**config.mk**
```make
export PLATFORM = sky130hd
export DESIGN_NAME = dkong_wav_out_flat
export DESIGN_NICKNAME = d
export VERILOG_FILES = /design/src/rtl/dkong_wav_out_if.sv /design/src/rtl/dkong_wav_out.sv /design/src/flat_wrapper.sv
export SDC_FILE = /design/constraint.sdc
export NUM_CORES = 1
export LEC_CHECK = 0
export BUFFER_PORTS_ARGS = -buffer_cell sky130_fd_sc_hd__clkbuf_2
export CELL_PAD_IN_SITES_DETAIL_PLACEMENT = 1
export CELL_PAD_IN_SITES_GLOBAL_PLACEMENT = 2
export CORE_UTILIZATION = 38
export DETAILED_ROUTE_END_ITERATION = 12
export PLACE_DENSITY = 0.82
export SLEW_MARGIN = 25
export SYNTH_ARGS = -nofsm -noshare
export SYNTH_HDL_FRONTEND = slang
export SYNTH_SLANG_ARGS = --single-unit
export TNS_END_PERCENT = 20
```
**constraint.sdc**
```tcl
create_clock -name I_CLK -period 5.8 [get_ports I_CLK]
set_input_delay 0.58 -clock I_CLK [delete_from_list [all_inputs] [get_ports I_CLK]]
set_output_delay 0.58 -clock I_CLK [all_outputs]
set_load 0.03 [all_outputs]
```
**src/rtl/dkong_wav_out_if.sv**
```systemverilog
// rtl/dkong_wav_out_if.sv - sample strobe, ROM byte and PCM output bundle for dkong_wav_out
interface dkong_wav_out_if;
    logic               I_SMP_STB;
    logic               I_ACTIVE;
    logic [7:0]         I_ROM_DB;
    logic signed [15:0] O_WAV;
    logic               O_SMP_VLD;
    logic               O_BUSY;

    modport master (
        output I_SMP_STB, I_ACTIVE, I_ROM_DB,
        input  O_WAV, O_SMP_VLD, O_BUSY
    );

    modport slave (
        input  I_SMP_STB, I_ACTIVE, I_ROM_DB,
        output O_WAV, O_SMP_VLD, O_BUSY
    );
endinterface

```
**src/rtl/dkong_wav_out.sv**
```systemverilog
// rtl/dkong_wav_out.sv - wave ROM byte to gain-enveloped signed PCM; DKONG_WAV_LPF_EN adds a one-pole low-pass
module dkong_wav_out #(
    parameter int         SETTLE    = 2,
    parameter logic [7:0] FADE_STEP = 8'd8,
    parameter int         LPF_SHIFT = 2
) (
    input  logic           I_CLK,
    input  logic           I_RST,
    dkong_wav_out_if.slave bus
);
    typedef enum logic [1:0] {IDLE = 2'd0, PLAY = 2'd1, FADE = 2'd2} state_t;

    state_t             state, state_nxt;
    logic [7:0]         gain, gain_nxt, gain_dec, gain_cap;
    logic [3:0]         settle_cnt;
    logic               capture, cap_vld, mul_vld;
    logic signed [7:0]  d;
    logic signed [16:0] prod;
    logic signed [15:0] p, wav_nxt;

    // A strobe landing on the capture cycle restarts the count, so it suppresses that capture.
    assign capture = (settle_cnt == 4'd1) && !bus.I_SMP_STB;

    always_ff @(posedge I_CLK) begin
        if (I_RST) begin
            state <= IDLE;
            gain  <= 8'd0;
        end else begin
            state <= state_nxt;
            gain  <= gain_nxt;
        end
    end

    always_comb begin
        state_nxt = state;
        gain_nxt  = gain;
        gain_dec  = (gain < FADE_STEP) ? 8'd0 : gain - FADE_STEP;
        case (state)
            IDLE: begin
                gain_nxt = 8'd0;
                if (bus.I_ACTIVE) begin
                    state_nxt = PLAY;
                    gain_nxt  = 8'd255;
                end
            end
            PLAY: begin
                gain_nxt = 8'd255;
                if (!bus.I_ACTIVE) state_nxt = FADE;
            end
            FADE: begin
                if (bus.I_ACTIVE) begin
                    state_nxt = PLAY;
                    gain_nxt  = 8'd255;
                end else if (bus.I_SMP_STB) begin
                    gain_nxt = gain_dec;
                    if (gain_dec == 8'd0) state_nxt = IDLE;
                end
            end
            default: begin
                state_nxt = IDLE;
                gain_nxt  = 8'd0;
            end
        endcase
    end

    always_comb begin
        bus.O_BUSY = (state != IDLE);
    end

    always_ff @(posedge I_CLK) begin
        if (I_RST) begin
            settle_cnt <= 4'd0;
        end else if (bus.I_SMP_STB) begin
            settle_cnt <= 4'(SETTLE);
        end else if (settle_cnt != 4'd0) begin
            settle_cnt <= settle_cnt - 4'd1;
        end
    end

    assign prod = 17'(d) * 17'($signed({1'b0, gain_cap}));

    always_ff @(posedge I_CLK) begin
        if (I_RST) begin
            d             <= 8'sd0;
            gain_cap      <= 8'd0;
            cap_vld       <= 1'b0;
            p             <= 16'sd0;
            mul_vld       <= 1'b0;
            bus.O_WAV     <= 16'sd0;
            bus.O_SMP_VLD <= 1'b0;
        end else begin
            cap_vld       <= capture;
            mul_vld       <= cap_vld;
            bus.O_SMP_VLD <= mul_vld;
            if (capture) begin
                d        <= $signed(bus.I_ROM_DB - 8'h80);
                gain_cap <= gain;
            end
            if (cap_vld) p <= prod[15:0];
            if (mul_vld) bus.O_WAV <= wav_nxt;
        end
    end

`ifdef DKONG_WAV_LPF_EN
    logic signed [17:0] acc, acc_nxt;
    logic signed [18:0] diff;

    // 19-bit difference: target and accumulator can sit at opposite full-scale extremes.
    always_comb begin
        diff    = {p[15], p, 2'b00} - {acc[17], acc};
        acc_nxt = acc + 18'(diff >>> LPF_SHIFT);
        wav_nxt = acc_nxt[17:2];
    end

    always_ff @(posedge I_CLK) begin
        if (I_RST) begin
            acc <= 18'sd0;
        end else if (mul_vld) begin
            acc <= acc_nxt;
        end
    end
`else
    always_comb begin
        wav_nxt = p;
    end
`endif
endmodule
```
**src/flat_wrapper.sv**
```systemverilog
// flat-port wrapper written by rule: the top's interface ports become plain ports
module dkong_wav_out_flat 
#(
    parameter int         SETTLE    = 2,
    parameter logic [7:0] FADE_STEP = 8'd8,
    parameter int         LPF_SHIFT = 2
)
  (I_CLK, I_RST, bus_I_SMP_STB, bus_I_ACTIVE, bus_I_ROM_DB, bus_O_WAV, bus_O_SMP_VLD, bus_O_BUSY);
  dkong_wav_out_if bus_i ();
  input  logic I_CLK;
  input  logic I_RST;
  input wire logic [$bits(bus_i.I_SMP_STB)-1:0] bus_I_SMP_STB;
  input wire logic [$bits(bus_i.I_ACTIVE)-1:0] bus_I_ACTIVE;
  input wire logic [$bits(bus_i.I_ROM_DB)-1:0] bus_I_ROM_DB;
  output wire logic [$bits(bus_i.O_WAV)-1:0] bus_O_WAV;
  output wire logic [$bits(bus_i.O_SMP_VLD)-1:0] bus_O_SMP_VLD;
  output wire logic [$bits(bus_i.O_BUSY)-1:0] bus_O_BUSY;
  assign bus_i.I_SMP_STB = bus_I_SMP_STB;
  assign bus_i.I_ACTIVE = bus_I_ACTIVE;
  assign bus_i.I_ROM_DB = bus_I_ROM_DB;
  assign bus_O_WAV = bus_i.O_WAV;
  assign bus_O_SMP_VLD = bus_i.O_SMP_VLD;
  assign bus_O_BUSY = bus_i.O_BUSY;
  dkong_wav_out #(.SETTLE(SETTLE), .FADE_STEP(FADE_STEP), .LPF_SHIFT(LPF_SHIFT)) u_core (.I_CLK(I_CLK), .I_RST(I_RST), .bus(bus_i));
endmodule
```
After elaboration in Yosys (flattened, before gate mapping)
Cells that the tools add are included.
{"block": "totals", "ff_bits": 65, "input_bits": 12}
{"block": "classes", "addsub": 3, "multipliers": 1, "n_lt_le_gt_ge": 1, "eq_ne": 7, "n_mux": 13, "n_reduce_logical": 9}
{"op": "8-bit two-way mux", "n": 4}
{"op": "8-bit one-hot mux with 3 select lines", "n": 1}
{"op": "8-bit by 9-bit multiplier with 16-bit output", "n": 1}
{"op": "2-bit two-way mux", "n": 7}
{"op": "8-bit logical NOT", "n": 1}
{"op": "8-bit by 4-bit < comparator with 1-bit output, second input constant", "n": 1}
{"op": "8-bit by 4-bit subtractor with 8-bit output, second input constant", "n": 1}
{"op": "8-bit subtractor, second input constant", "n": 1}
{"op": "2-bit one-hot mux with 3 select lines", "n": 1}
{"op": "4-bit by 1-bit == test with 1-bit output, second input constant", "n": 1}
{"op": "2-bit inequality test, second input constant", "n": 2}
{"op": "4-bit AND reduction", "n": 1}
{"op": "2-bit nonzero test", "n": 2}
{"op": "4-bit nonzero test", "n": 1}
{"op": "4-bit by 1-bit subtractor with 4-bit output, second input constant", "n": 1}
{"op": "3-bit by 2-bit inequality test with 1-bit output, second input constant", "n": 1}
{"op": "3-bit inequality test, second input constant", "n": 1}
{"op": "2-bit by 1-bit == test with 1-bit output, second input constant", "n": 1}
{"op": "2-bit == test, second input constant", "n": 1}
{"op": "2-bit logical NOT", "n": 1}
{"op": "2-bit OR reduction", "n": 1}
{"op": "1-bit logical AND", "n": 1}
{"op": "1-bit logical NOT", "n": 1}

Depth between registers and ports, before layout
{"block": "logic_depth", "word_depth": 7, "depth_mapped": 17}

Worst setup path after synthesis
Ideal clock, no wire load.
{"block": "synth_timing", "path_kind": "reg2reg", "startpoint": "reg u_core.gain_cap[0]", "endpoint": "reg u_core.p[15]", "setup_ns": 0.116, "arrival_time_ns": 4.044, "slack_ns": 1.640, "path_stages_with_launch": 15, "path_buffers": 0, "period_less_slack_ns": 4.160, "cell_sequence": "dfxtp_1 -> nand2b_1 -> fa_1 -> fa_1 -> inv_1 -> fa_1 -> inv_1 -> fa_1 -> inv_1 -> ha_1 -> a21o_1 -> a21oi_4 -> a211oi_2 -> or3_1 -> and3_1"}
{"block": "synth_via", "elab_chain_len": 1}
{"element": "start, declared", "line_no": "dkong_wav_out.sv:14", "text": "logic [7:0] gain, gain_nxt, gain_dec, gain_cap;"}
{"element": "start signal, assigned", "line_no": "dkong_wav_out.sv:97", "text": "gain_cap <= gain;"}
{"element": "8-bit by 9-bit multiplier with 16-bit output", "line_no": "dkong_wav_out.sv:80", "text": "assign prod = 17'(d) * 17'($signed({1'b0, gain_cap}));"}
{"element": "end signal, assigned", "line_no": "dkong_wav_out.sv:99", "text": "if (cap_vld) p <= prod[15:0];"}
{"element": "end, declared", "line_no": "dkong_wav_out.sv:19", "text": "logic signed [15:0] p, wav_nxt;"}
No other way between the ends.
A chain may end at the register's enable or synchronous reset.

Worst setup path after layout
{"block": "layout_timing", "startpoint": "reg u_core.d[7]", "endpoint": "reg u_core.p[10]"}
{"block": "layout_via", "elab_chain_len": 1}
{"element": "start, declared", "line_no": "dkong_wav_out.sv:17", "text": "logic signed [7:0] d;"}
{"element": "start signal, assigned", "line_no": "dkong_wav_out.sv:96", "text": "d <= $signed(bus.I_ROM_DB - 8'h80);"}
{"element": "8-bit by 9-bit multiplier with 16-bit output", "line_no": "dkong_wav_out.sv:80"}
No other way between the ends.

==> flow_summary.json <==
{
  "ys.flop_type": "dfxtp_1",
  "layout_worst_path_cycle_share_pct": 76.9,
  "post_cts_resized": 0,
  "synth-seq-area-share_pct": 28.0,
  "drive_gt1_share_pct": 10.8,
  "switchingPower_mw": 0.240,
  "clock_path_buffers": 2,
  "crit_chain": "inv_1 > nor2_1 > fa_1 > fa_1 > fa_1 > inv_1 > fa_1 > inv_1 > ha_1 > o21a_1 > o31a_4 > o21ai_1 > a2111oi_0 > a311o_2",
  "min_period_ps": 4460,
  "ctsHoldBuffers": 0,
  "clock.fmax_mhz": 224,
  "fp.dieW_um": 113,
  "worst_pin_slew_ps": 947,
  "netlist.area_leader.share_pct": 28.0,
  "power_mw": 1.08,
  "final_antenna_net_count": 0,
  "p_int_mw": 0.842,
  "hold_violations": 0,
  "worstHoldStart": "bus_I_ROM_DB[7]",
  "antenna_cells": 0,
  "dieArea_um2": 12700,
  "cts_setup_buffers": 0,
  "crit_buf_inv": 3,
  "syn-mean-instance-area_um2": 8.88,
  "r2r-start": "u_core.d[7]",
  "combPwrFrac_pct": 4.8,
  "grt_max_degree": 65,
  "crit_path_frequent_cell": "fa_1",
  "cts_tree": "yes",
  "syn2layout_area_growth_pct": 12.3,
  "clkLatencyLatePin_ps": 340,
  "setup_tns_ps": 0,
  "cap_violations": 0,
  "swShare_pct": 22.2,
  "cpMaxStageDelayCell": "fa_1",
  "grtUsageTotal_pct": 19.6,
  "root_buffer": "clkbuf_16",
  "min_path_cells": 2,
  "synthCells": 524,
  "instances_no_fill": 700,
  "coreArea_um2": 12000,
  "place.detailed.instances": 684,
  "rows": 40,
  "placed_area_um2": 4920,
  "path_clk_slew_ps": 50,
  "wl_per_cell_um": 15.9,
  "skew_ps": 6.58,
  "initial_core_util_pct": 38.9,
  "leakage_nw": 2.32,
  "critPathRequiredTime_ps": 6080,
  "rsz0062_at_grt": "no",
  "gr-total-overflow": 0,
  "grt_pass1_wl_um": 19000,
  "r2r_cells": 14,
  "gp_congestion": 0.824,
  "utilization_pct": 43.7,
  "slew_headroom_pct": 36.8,
  "drt_iter0_drc": 120,
  "portBuffers": 29,
  "peakVddDrop_uv": 104,
  "ys_ff_latch": 65,
  "slew_violations": 0,
  "via_per_inst": 5.18,
  "dr.pass1.iters": 6,
  "final_area_um2": 5230,
  "cts_inserted_buffers": 9,
  "drc": 0,
  "worstSetupPathType": "reg -> reg",
  "dieHeight_um": 113,
  "fillers": 1388,
  "yosys_warnings": 0,
  "hpwl_um": 8540,
  "seqPwrFrac_pct": 42.9,
  "pin_count": 30,
  "hp-class": "in -> reg",
  "synth-edff-count": 0,
  "grt_pass1_vias": 3829,
  "regToRegEndpoint": "u_core.p[10]",
  "cp.arrival_ps": 4740,
  "antenna_found_initial": 0,
  "r2r_slack_ps": 1340,
  "synth_common_cells": "dfxtp_1, nand2_1, inv_1",
  "setup.worst_path.end_class": "flop",
  "wl_um": 11200,
  "synth.area.top_cells": "dfxtp_1, fa_1, ha_1",
  "cp_slowest_stage_delay_ps": 540,
  "clock-sinks": 65,
  "clockPowerShare_pct": 52.2,
  "synth.largest_area_cell": "dfxtp_1",
  "synth.most_common_cell": "dfxtp_1",
  "holdPathEnd": "u_core.d[7]",
  "critPathMaxFanout": 7,
  "cts-htree-levels": 3,
  "power.density_nw_per_um2": 207,
  "finalNetCount": 638,
  "netlist_area_um2": 4650,
  "syn_nets": 614,
  "ys_types": 54,
  "outcome": "completed",
  "start_kind": "flop",
  "vias": 3625,
  "setup_viol": 0,
  "async_reset_ff_share_pct": 0,
  "critical_path.top_delay_family": "adder cells"
}
power groups by stage:
| stage | clock network (mW) | registers [mW] | logic (mW) |
|---|---|---|---|
| after floorplan | 0 | 0.469 | 0.0397 |
| after CTS | 0.579 | 0.464 | 0.0533 |
| after detailed placement | 0 | 0.474 | 0.0529 |
| after global routing | 0.598 | 0.466 | 0.0595 |
| after global placement | 0 | 0.473 | 0.0511 |
| final | 0.565 | 0.464 | 0.0521 |
placed cells by master, fill, tap and decap left out, types with 2 or more instances in the layout:
cell type / n
a21boi_0: 2
a21o_1: 3
clkbuf_1: 2
fa_1: 37
nand2_1: 63
nor4_1: 5
clkbuf_16: 9
nor2_1: 45
and2_1: 43
o21ai_0: 13
a311o_1: 2
ha_1: 41
dfxtp_1: 65
o21a_1: 5
nand3_1: 2
nand4_1: 3
a211oi_1: 3
a31oi_1: 3
mux2i_1: 23
clkbuf_8: 3
clkbuf_2: 29
xnor2_1: 5
a21oi_1: 36
inv_1: 60
buf_4: 2
o311a_1: 2
o211ai_1: 2
or3_1: 3
nor3_1: 5
nor2b_1: 4
and3_1: 5
nand2b_1: 3
worst max-delay path by stage:
| stage | startpoint | endpoint | slack (ps) | cells after the start |
|---|---|---|---|---|
| 2_1_floorplan | u_core.gain_cap[0] | u_core.p[15] | 1640 | 14 |
| 3_5_place_dp | u_core.d[7] | u_core.p[10] | 1360 | 14 |
| 3_3_place_gp | u_core.gain_cap[0] | u_core.p[15] | 1480 | 14 |
| 5_1_grt | u_core.d[7] | u_core.p[13] | 1110 | 13 |
| 4_1_cts | u_core.d[7] | u_core.p[10] | 1320 | 14 |
| 6_report | u_core.d[7] | u_core.p[10] | 1340 | 14 |
layer usage:
metal	share of wire, %	wire length (µm)	track usage (%)
met1	45	5020	24.0
met2	51	5710	33.7
met5	0	0	0
met4	1.7	194	6.93
met3	2.0	227	4.27
kinds of logic (layout without fill, tap and decap cells):
family / count (synthesis) / in the layout / synth area share (%)
xor gates and xnor gates: 6 / 6 / 1.29
DFF: 65 / 65 / 28.0
muxes: 23 / 23 / 4.95
AOI/OAI and AO/OA: 83 / 83 / 12.0
buffers and inverters: 79 / 108 / 6.64
and+or+nand+nor: 190 / 190 / 20.2
adders and majority gates: 78 / 78 / 26.9
worst reg2reg max path, cell delays in order, from the launching register on:
cell and delay, ps:
dfxtp_1 420, inv_1 180, nor2_1 180, fa_1 450, fa_1 520, fa_1 540, inv_1 50, fa_1 540
inv_1 50, ha_1 360, o21a_1 160, o31a_4 170, o21ai_1 70, a2111oi_0 500, a311o_2 200
through the flow:
stage               hold slack (ps)  setup WS [ps]
floorplan                       432           1640
global placement                447           1480
detailed placement              458           1360
CTS                             430           1320
global route                    441           1110
finish                          445           1340
flip-flops by register name, summed over array words and instances (netlist names):
register / count
u_core.mul_vld: 1
u_core.gain: 8
u_core.settle_cnt: 4
u_core.gain_cap: 8
u_core.cap_vld: 1
u_core.bus.O_WAV: 16
u_core.state: 2
u_core.p: 16
u_core.d: 8
u_core.bus.O_SMP_VLD: 1
final cells by class:
| type | count | area (µm²) | share of cell area [%] |
|---|---|---|---|
| sequential | 65 | 1300 | 24.9 |
| multi-input combinational | 380 | 3040 | 58.2 |
| clock inverter | 2 | 35.0 | 0.670 |
| inverter | 61 | 229 | 4.38 |
| timing repair buffer | 31 | 160 | 3.06 |
| tap | 147 | 184 | 3.52 |
| clock buffer | 14 | 274 | 5.24 |
No activity file was read; power rests on OpenSTA's default activity.
